--- config.mk ---
export PLATFORM = sky130hd
export DESIGN_NAME = pipe_hazard_ctrl
export DESIGN_NICKNAME = d
export VERILOG_FILES = /design/src/rtl/pipe_hazard_ctrl_pkg.sv /design/src/rtl/pipe_hazard_ctrl_sat_counter.sv /design/src/rtl/pipe_hazard_ctrl.sv
export SDC_FILE = /design/constraint.sdc
export NUM_CORES = 1
export LEC_CHECK = 0
export BUFFER_PORTS_ARGS = -buffer_cell sky130_fd_sc_hd__buf_2
export CORE_AREA = 2 2 102 75
export CTS_CLUSTER_DIAMETER = 50
export DETAILED_ROUTE_END_ITERATION = 8
export DIE_AREA = 0 0 104 77
export SLEW_MARGIN = 20
export SYNTH_ARGS = -nofsm -noshare
export SYNTH_HDL_FRONTEND = slang
export SYNTH_SLANG_ARGS = --single-unit
--- constraint.sdc ---
create_clock -name clk_i -period 3.1 [get_ports clk_i]
set_clock_uncertainty 0.15 [all_clocks]
set_input_delay 0.465 -clock clk_i [delete_from_list [all_inputs] [get_ports clk_i]]
set_output_delay 0.465 -clock clk_i [all_outputs]
set_load 0.005 [all_outputs]
--- src/rtl/pipe_hazard_ctrl_pkg.sv ---
// Shared types and constants for the 5-stage pipeline hazard controller.
// Holds the FSM state encoding and the pipeline-register slot indices.
package pipe_hazard_ctrl_pkg;

  typedef enum logic {
    RUN     = 1'b0,
    MC_BUSY = 1'b1
  } state_t;

  localparam int unsigned SLOT_IFID  = 0;
  localparam int unsigned SLOT_IDEX  = 1;
  localparam int unsigned SLOT_EXMEM = 2;
  localparam int unsigned SLOT_MEMWB = 3;
  localparam int unsigned NUM_SLOTS  = 4;

  localparam int unsigned MC_CNT_W = 4;

endpackage

--- src/rtl/pipe_hazard_ctrl_sat_counter.sv ---
// Saturating up-counter for performance monitoring.
// Holds at all-ones instead of wrapping; cleared by asynchronous active-low reset.
module sat_counter #(
  parameter int unsigned W = 16
) (
  input  logic         clk_i,
  input  logic         rst_i,
  input  logic         inc_i,
  output logic [W-1:0] cnt_o
);

  always_ff @(posedge clk_i or negedge rst_i) begin
    if (!rst_i) begin
      cnt_o <= '0;
    end else if (inc_i && (cnt_o != '1)) begin
      cnt_o <= cnt_o + 1'b1;
    end
  end

endmodule

--- src/rtl/pipe_hazard_ctrl.sv ---
// Pipeline register sequencing: load-use stalls, taken-branch squash and
// multi-cycle EX holds, with Mealy write/flush controls and perf counters.
module pipe_hazard_ctrl
  import pipe_hazard_ctrl_pkg::*;
#(
  parameter int unsigned MC_LAT = 4,
  parameter int unsigned CNT_W  = 16
) (
  input  logic             clk_i,
  input  logic             rst_i,
  input  logic [4:0]       ifid_rs_i,
  input  logic [4:0]       ifid_rt_i,
  input  logic             idex_memread_i,
  input  logic [4:0]       idex_rt_i,
  input  logic             mc_start_i,
  input  logic             branch_taken_i,
  output logic             pc_write_o,
  output logic             ifid_write_o,
  output logic             ifid_flush_o,
  output logic             idex_write_o,
  output logic             idex_flush_o,
  output logic             exmem_write_o,
  output logic             exmem_flush_o,
  output logic             memwb_write_o,
  output logic             memwb_flush_o,
  output logic             mc_busy_o,
  output logic [CNT_W-1:0] stall_cnt_o,
  output logic [CNT_W-1:0] flush_cnt_o
);

  state_t                state_q, state_d;
  logic [MC_CNT_W-1:0]   mc_cnt_q, mc_cnt_d;
  logic [NUM_SLOTS-1:0]  reg_write, reg_flush;
  logic                  pc_write;
  logic                  flush_evt;
  logic                  load_use;

  assign load_use = idex_memread_i && (idex_rt_i != 5'd0) &&
                    ((idex_rt_i == ifid_rs_i) || (idex_rt_i == ifid_rt_i));

  always_ff @(posedge clk_i or negedge rst_i) begin
    if (!rst_i) begin
      state_q  <= RUN;
      mc_cnt_q <= '0;
    end else begin
      state_q  <= state_d;
      mc_cnt_q <= mc_cnt_d;
    end
  end

  always_comb begin
    state_d   = state_q;
    mc_cnt_d  = mc_cnt_q;
    pc_write  = 1'b1;
    reg_write = '1;
    reg_flush = '0;
    flush_evt = 1'b0;

    if (!rst_i) begin
      pc_write  = 1'b0;
      reg_write = '0;
      reg_flush = '1;
    end else begin
      unique case (state_q)
        RUN: begin
          if (branch_taken_i) begin
            reg_flush[SLOT_IFID]  = 1'b1;
            reg_flush[SLOT_IDEX]  = 1'b1;
            reg_flush[SLOT_EXMEM] = 1'b1;
            flush_evt             = 1'b1;
          end else if (mc_start_i && (MC_LAT > 1)) begin
            pc_write              = 1'b0;
            reg_write[SLOT_IFID]  = 1'b0;
            reg_write[SLOT_IDEX]  = 1'b0;
            reg_flush[SLOT_EXMEM] = 1'b1;
            mc_cnt_d              = MC_CNT_W'(MC_LAT - 1);
            state_d               = MC_BUSY;
          end else if (load_use) begin
            pc_write             = 1'b0;
            reg_write[SLOT_IFID] = 1'b0;
            reg_flush[SLOT_IDEX] = 1'b1;
          end
        end
        MC_BUSY: begin
          // Final count is the release cycle: EX result moves on, no stall.
          if (mc_cnt_q > MC_CNT_W'(1)) begin
            pc_write              = 1'b0;
            reg_write[SLOT_IFID]  = 1'b0;
            reg_write[SLOT_IDEX]  = 1'b0;
            reg_flush[SLOT_EXMEM] = 1'b1;
            mc_cnt_d              = mc_cnt_q - 1'b1;
          end else begin
            mc_cnt_d = '0;
            state_d  = RUN;
          end
        end
        default: state_d = RUN;
      endcase
    end
  end

  assign pc_write_o    = pc_write;
  assign ifid_write_o  = reg_write[SLOT_IFID];
  assign ifid_flush_o  = reg_flush[SLOT_IFID];
  assign idex_write_o  = reg_write[SLOT_IDEX];
  assign idex_flush_o  = reg_flush[SLOT_IDEX];
  assign exmem_write_o = reg_write[SLOT_EXMEM];
  assign exmem_flush_o = reg_flush[SLOT_EXMEM];
  assign memwb_write_o = reg_write[SLOT_MEMWB];
  assign memwb_flush_o = reg_flush[SLOT_MEMWB];
  assign mc_busy_o     = (state_q == MC_BUSY);

  sat_counter #(.W(CNT_W)) u_stall_cnt (
    .clk_i (clk_i),
    .rst_i (rst_i),
    .inc_i (!pc_write),
    .cnt_o (stall_cnt_o)
  );

  sat_counter #(.W(CNT_W)) u_flush_cnt (
    .clk_i (clk_i),
    .rst_i (rst_i),
    .inc_i (flush_evt),
    .cnt_o (flush_cnt_o)
  );

endmodule

==> Word-level counts from Yosys, hierarchy flattened <==
Index checks and enable logic that the tools add are counted.
{ "totals": {"regBits": 37} }
{ "classes": {"n_lt_le_gt_ge": 1, "n_bitwise": 1, "muxes": 30, "addsub": 3, "reduce_logical": 8, "eq_ne": 6} }
{ "op_table": {"columns": ["op", "count"], "rows": [
  ["adder 16 x 1 -> 16 bit (second input constant)", 2],
  ["inequality test 16 bit (second input constant)", 2],
  ["two-way mux 1 bit", 15],
  ["two-way mux 2 bit", 6],
  ["two-way mux 4 bit", 3],
  ["equality test 5 bit", 2],
  ["one-hot mux 4 bit (2 select lines)", 1],
  ["one-hot mux 1 bit (2 select lines)", 3],
  ["nonzero test 5 bit", 1],
  ["> comparator 4 x 1 -> 1 bit (second input constant)", 1],
  ["logical AND 1 bit", 4],
  ["inequality test 2 bit (second input constant)", 2],
  ["one-hot mux 2 bit (2 select lines)", 1],
  ["subtractor 4 x 1 -> 4 bit (second input constant)", 1],
  ["two-way mux 3 bit", 1],
  ["AND reduction 3 bit", 1],
  ["zero test 1 bit", 1],
  ["logical OR 1 bit", 1],
  ["inverter 1 bit", 1]
]} }

==> Depth between registers and ports, before layout <==
{ "logic_depth": {"ltp_word": 10, "depth_mapped": 9} }

==> Cells and area by module <==
A second synthesis with hierarchy kept.
{ "hier_totals": {"hier_cells": 205, "area_unflattened_um2": 2225.9} }
{ "by_module_without_submodules": {"columns": ["module", "area_per_inst_um2", "cells_per_inst", "instances"], "rows": [
  ["sat_counter", 859.6, 72, 2],
  ["pipe_hazard_ctrl", 506.7, 61, 1]
]} }

==> Worst setup path before layout <==
OpenSTA, ideal clock, no wires.
{ "synth_path": {"path_type": "reg-to-reg", "startpoint": "register u_stall_cnt.cnt_o[0]", "endpoint": "register u_stall_cnt.cnt_o[1]", "n_path_buf": 1, "period_less_slack_ns": 2.258, "required_time_ns": 2.823, "setup_ns": 0.127, "t_arrival_ns": 1.980, "path_stages_with_launch": 8, "path_slack_ns": 0.842, "cell_sequence": "dfrtp_1 -> ha_1 -> nand4_1 -> nor4_2 -> or4_4 -> o22a_4 -> buf_6 -> mux2_1"} }
{ "synth_between": {"elab_chain_len": 2} }
{ "synth_rtl": {"columns": ["item", "line", "text"], "rows": [
  ["start, declared", "pipe_hazard_ctrl_sat_counter.sv:9", "output logic [W-1:0] cnt_o"],
  ["start signal, assigned", "pipe_hazard_ctrl_sat_counter.sv:16", "cnt_o <= cnt_o + 1'b1;"],
  ["branches (longest 2 deep; another with adder 16 x 1 -> 16 bit)", null, null]
]} }
Several ways; the timed one is not identified.
A chain may end at the register's enable or synchronous reset.

==> Worst setup path in the final report <==
{ "layout_path": {"startpoint": "register mc_cnt_q[0]", "endpoint": "output pc_write_o"} }
{ "layout_between": {"elab_chain_len": 4} }
{ "layout_rtl": {"columns": ["item", "line", "text"], "rows": [
  ["start, declared", "pipe_hazard_ctrl.sv:32", "logic [MC_CNT_W-1:0] mc_cnt_q, mc_cnt_d;"],
  ["start signal, assigned", "pipe_hazard_ctrl.sv:47", "mc_cnt_q <= mc_cnt_d;"],
  ["> comparator 4 x 1 -> 1 bit", "pipe_hazard_ctrl.sv:86", "if (mc_cnt_q > MC_CNT_W'(1)) begin"],
  ["two-way mux 1 bit", "pipe_hazard_ctrl.sv:86", null],
  ["one-hot mux 1 bit (2 select lines)", "pipe_hazard_ctrl.sv:64", "unique case (state_q)"],
  ["two-way mux 1 bit", "pipe_hazard_ctrl.sv:59", "if (!rst_i) begin"],
  ["end, declared", "pipe_hazard_ctrl.sv:17", "output logic pc_write_o,"]
]} }
No other way between the ends.

==> results by stage <==
Clock network:
- The clock net in this run drives a total of 37 sinks.
- After clock tree synthesis, the repair step resized 0 gates.
- The total setup buffers inserted after CTS is 0.
- Clock tree synthesis selected as its root buffer the cell sky130_fd_sc_hd__clkbuf_8.
- The later pin in the worst-skew pair is clocked with a latency of 0.29 ns.
- The TritonCTS buffer count is 5.
- The clock-pin transition on the worst setup and hold timing paths is 0.09 ns.
- TritonCTS built the clock tree.
- The clock tree buffer depth is 2.
- The post-cts hold buffer count is 0.
- The H-tree generated during clock tree synthesis spans 2 levels.

Critical path:
- The worst setup path is launched from a flip-flop.
- The slowest cell on the critical path is sky130_fd_sc_hd__dfrtp_1.
- For this run, the slowest stage of the critical path takes approximately 0.42 ns.
- The data required time at the worst endpoint is 2.48 ns.
- The kind of cell with the highest combined delay on the critical path is compound AO/OA/AOI/OAI gates.
- The critical path is of the flip-flop to primary output type.
- The reg-to-reg startpoint is u_stall_cnt.cnt_o[0].
- The buffer and inverter count on the worst path is 2.
- The worst register-to-register path has a setup slack of between 0.7 and 0.8 ns.
- In this run the critical register-to-register path is captured at u_stall_cnt.cnt_o[15].
- The maximum fanout along the worst path is 5.
- The depth of the worst register-to-register path is 7.
- STA classifies the critical path endpoint as a primary output.
- Walking the worst path, the cells encountered are inv_1, ha_1, nor2_1, o31ai_1, and3_1, o41a_1, buf_2.
- STA puts the critical path data arrival time at 2.04 ns.

Yosys:
- When the netlist entered floorplanning its net count stood at 236.
- The synthesized area per cell is 9.68 um2.
- Counting flops with a built-in enable in the synthesized netlist gives 0.
- After synthesis the cells add up to 2050 um2.
- By area, the combinational part of the netlist is dominated by simple AND/OR/NAND/NOR gates.
- After synthesis, the netlist uses 39 different library cells.
- The complex-gate fraction of the synthesized area is 6.70%.
- After synthesis, the share of cell area in mux cells is between 1.5 and 2%.
- After Yosys synthesis, full adders, half adders and majority gates account for under 10% of the synthesized area.
- The post-synthesis instance total is roughly 210.
- The sequential-to-total area share from yosys stat is 45.1%.
- The most common flop cell mapped by yosys is sky130_fd_sc_hd__dfrtp_1.
- The flip-flop and latch count after synthesis is 37.
- Of the total synthesized cell area, the portion taken by XOR and XNOR cells is 15.4%.
- Counting flops with an async set or reset pin after synthesis yields a share of 100%.
- The synthesized-area fraction occupied by and/or/nand/nor cells is 25.0%.
- The Yosys step of the flow raised 0 warnings.

GRT:
- Global routing used 19.1% of the available met2 tracks.
- Entering global routing, the biggest net connects 49 pins.
- Global routing consumed, over all layers together, 12.1% of the routing resources.
- The met3 layer usage reported by global route is 3.66%.
- The initial antenna violation count is 0.
- The via count of the first global-routing pass is 1647.
- The wire length of the first global-routing pass is 7980 um.
- The layer flagged by global routing as most heavily used is met2.
- The met1 routing resource usage after global routing is 16.4%.
- Global routing finished with a remaining overflow of 0.

Finish:
- 0 antenna diodes ended up in the layout.
- Excluding fillers, the count of instances in the completed layout stands at 375.
- The net count of the finished layout is 300.
- Fill cells in the final layout number 736.
- Compared with the post-synthesis result, the final layout area differs by 26.2%.
- In the final layout, the share of cells above drive strength 1 is between 20 and 30%.

Placement:
- The post-detailed-placement half-perimeter wirelength is 3420 um.
- The final weighted congestion of routability-driven global placement is 0.778.
- Counting tap cells, the placed design contains a total of 367 instances.
- During placement, the flow inserted port buffers numbering 61.

Run status:
- The flow ran to the end, and the final reports show no timing, DRC or antenna violations.

Drt:
- Summing over every cut layer, the via total after detailed routing is 1703.
- The pre-antenna-repair detailed-routing pass consisted of 4 iterations.
- The number of design-rule violations left by the first detailed-router iteration is 59.
- The detailed-route vias per instance is 4.54.
- The count of nets left with antenna violations once routing finished came out at 0.
- In the routed design, unresolved DRC markers number 0.
- Dividing the detail-routed wire length by the instance count gives approximately 12 um.
- The overall routed net length is 4600 um.

Floorplanning:
- The floorplan die area is 8010 um2.
- The effective utilization at floorplan is 29.2%.
- The die extent in y is 77 um.
- The overall die width is 104 um.
- During I/O placement, the number of pins put on the boundary was 62.
- The number of rows in the core area is 26.
- The total area inside the core boundary comes to 7030 um2.

Min path:
- The worst min-delay path class is primary input to async pin.

Timing:
- The final hold violation count was 0.
- The worst path uses 85.7% of the clock period.
- The final sum of negative setup slack is 0 ns.
- Headroom to the max-slew limit came out at 62.6%.
- The setup violation total in the final timing report is 0.
- The max-slew violation total from the final report is 0.
- The post-route minimum period is 2.66 ns.
- Setup repair after global routing left no endpoint under its margin.
- The highest clock frequency the design can meet is 376 MHz.
- The actual transition at the worst max-transition pin is 0.562 ns.

Power and ir drop:
- The fraction of power spent switching nets is 37.3%.
- The sequential power share is 41.6%.
- Of the total power, the clock network draws 24.6%.
- The share of total power in combinational logic is 33.8%.
- Across the VDD grid, the largest voltage drop is ~0.38 mV.
- The design draws 2.06 mW.
- The leakage power summed over all cells is 1.19 nW.
- The cell-internal power is 1.29 mW.
- Power spread over the standard cell area amounts to 797 nW/um2.
- For this design the total switching power over the nets is roughly 770 uW.

Flow run:
- The max-capacitance violation count is 0.
## layer usage
layer	part of all wire [%]	vias to the layer above
met3	4.6	7
met4	0.91	0
met2	45	29
met5	0	-
met1	50	811
li1	-	856
## worst register-to-register path, delay by kind of cell (launching register included)
kind,cells,cell delay [ns]
compound gates,1,0.31
xor+xnor,1,0.16
fa+ha+maj,1,0.26
flops,1,0.42
simple gates,4,1.02
## logic make-up (layout without fill, tap and decap cells)
family | after synthesis | in the layout
muxes | 3 | 3
adders and majority gates | 4 | 4
buffers and inverters | 15 | 80
xor gates and xnor gates | 36 | 36
and+or+nand+nor | 98 | 98
DFF | 37 | 37
AOI/OAI and AO/OA | 19 | 19
## cell type report
class,count,area [um2],share of cell area [%]
flip-flops and latches,37,926,35.7
repair buffers,63,320,12.4
clock buffers,5,68.8,2.66
inverters,9,33.8,1.30
clock inverters,3,68.8,2.66
multi-input cells,160,1050,40.6
well taps,98,123,4.73
## flip-flops by register name (all words and copies together) (netlist names)
name	cells
u_stall_cnt.cnt_o	16
mc_cnt_q	4
mc_busy_o	1
u_flush_cnt.cnt_o	16
## power groups by stage
stage | logic [mW] | clock network (mW) | registers (mW)
finish | 0.697 | 0.508 | 0.859
global route | 0.797 | 0.547 | 0.893
CTS | 0.710 | 0.524 | 0.859
detailed placement | 0.707 | 0 | 0.865
global placement | 0.689 | 0 | 0.864
floorplan | 0.457 | 0 | 0.829
## metrics by stage
stage	instance area (um2)	hold slack (ns)	worst slack (ns)	utilization, %
3_5_place_dp	2450	0.336	0.703	34.9
2_1_floorplan	2050	0.0194	0.842	-
4_1_cts	2590	0.125	0.418	36.9
3_3_place_gp	2450	0.332	0.703	34.9
5_1_grt	2590	0.170	0.200	36.9
6_report	2590	0.113	0.442	36.9
## synthesized netlist by cell type (3+ instances only)
cell / count / share of area, %
sky130_fd_sc_hd__dfrtp_1: 37 / 45
sky130_fd_sc_hd__xor2_1: 28 / 12
sky130_fd_sc_hd__nor2_1: 27 / 4.9
sky130_fd_sc_hd__nand2_1: 20 / 3.7
sky130_fd_sc_hd__nand3_1: 11 / 2.7
sky130_fd_sc_hd__nand4_1: 10 / 3.0
sky130_fd_sc_hd__inv_1: 9 / 1.6
sky130_fd_sc_hd__nor3_1: 9 / 2.2
sky130_fd_sc_hd__xnor2_1: 8 / 3.4
sky130_fd_sc_hd__o21ai_0: 5 / 1.2
sky130_fd_sc_hd__a21oi_1: 4 / 0.98
sky130_fd_sc_hd__ha_1: 4 / 2.4
sky130_fd_sc_hd__buf_4: 3 / 1.1
sky130_fd_sc_hd__nor3_2: 3 / 1.5
sky130_fd_sc_hd__nor4_2: 3 / 1.8
## layout by cell type (no fill, tap or decap), types with 3 or more instances in the layout
cell | synthesis | routed
sky130_fd_sc_hd__buf_2 | 1 | 61
sky130_fd_sc_hd__dfrtp_1 | 37 | 37
sky130_fd_sc_hd__xor2_1 | 28 | 28
sky130_fd_sc_hd__nor2_1 | 27 | 27
sky130_fd_sc_hd__nand2_1 | 20 | 20
sky130_fd_sc_hd__nand3_1 | 11 | 11
sky130_fd_sc_hd__nand4_1 | 10 | 10
sky130_fd_sc_hd__inv_1 | 9 | 9
sky130_fd_sc_hd__nor3_1 | 9 | 9
sky130_fd_sc_hd__xnor2_1 | 8 | 8
sky130_fd_sc_hd__o21ai_0 | 5 | 5
sky130_fd_sc_hd__clkbuf_8 | 0 | 5
sky130_fd_sc_hd__a21oi_1 | 4 | 4
sky130_fd_sc_hd__ha_1 | 4 | 4
sky130_fd_sc_hd__nor4_2 | 3 | 3
sky130_fd_sc_hd__nor3_2 | 3 | 3
## how the worst max path moves through the flow
stage,depth (start not counted),endpoint,startpoint
final,7,pc_write_o,mc_cnt_q[0]
after global routing,7,ifid_write_o,mc_cnt_q[0]
after CTS,7,pc_write_o,mc_cnt_q[0]
after detailed placement,7,u_stall_cnt.cnt_o[12],idex_rt_i[1]
after global placement,7,u_stall_cnt.cnt_o[12],idex_rt_i[0]
after floorplan,7,u_stall_cnt.cnt_o[1],u_stall_cnt.cnt_o[0]
No activity file was read; power rests on OpenSTA's default activity.
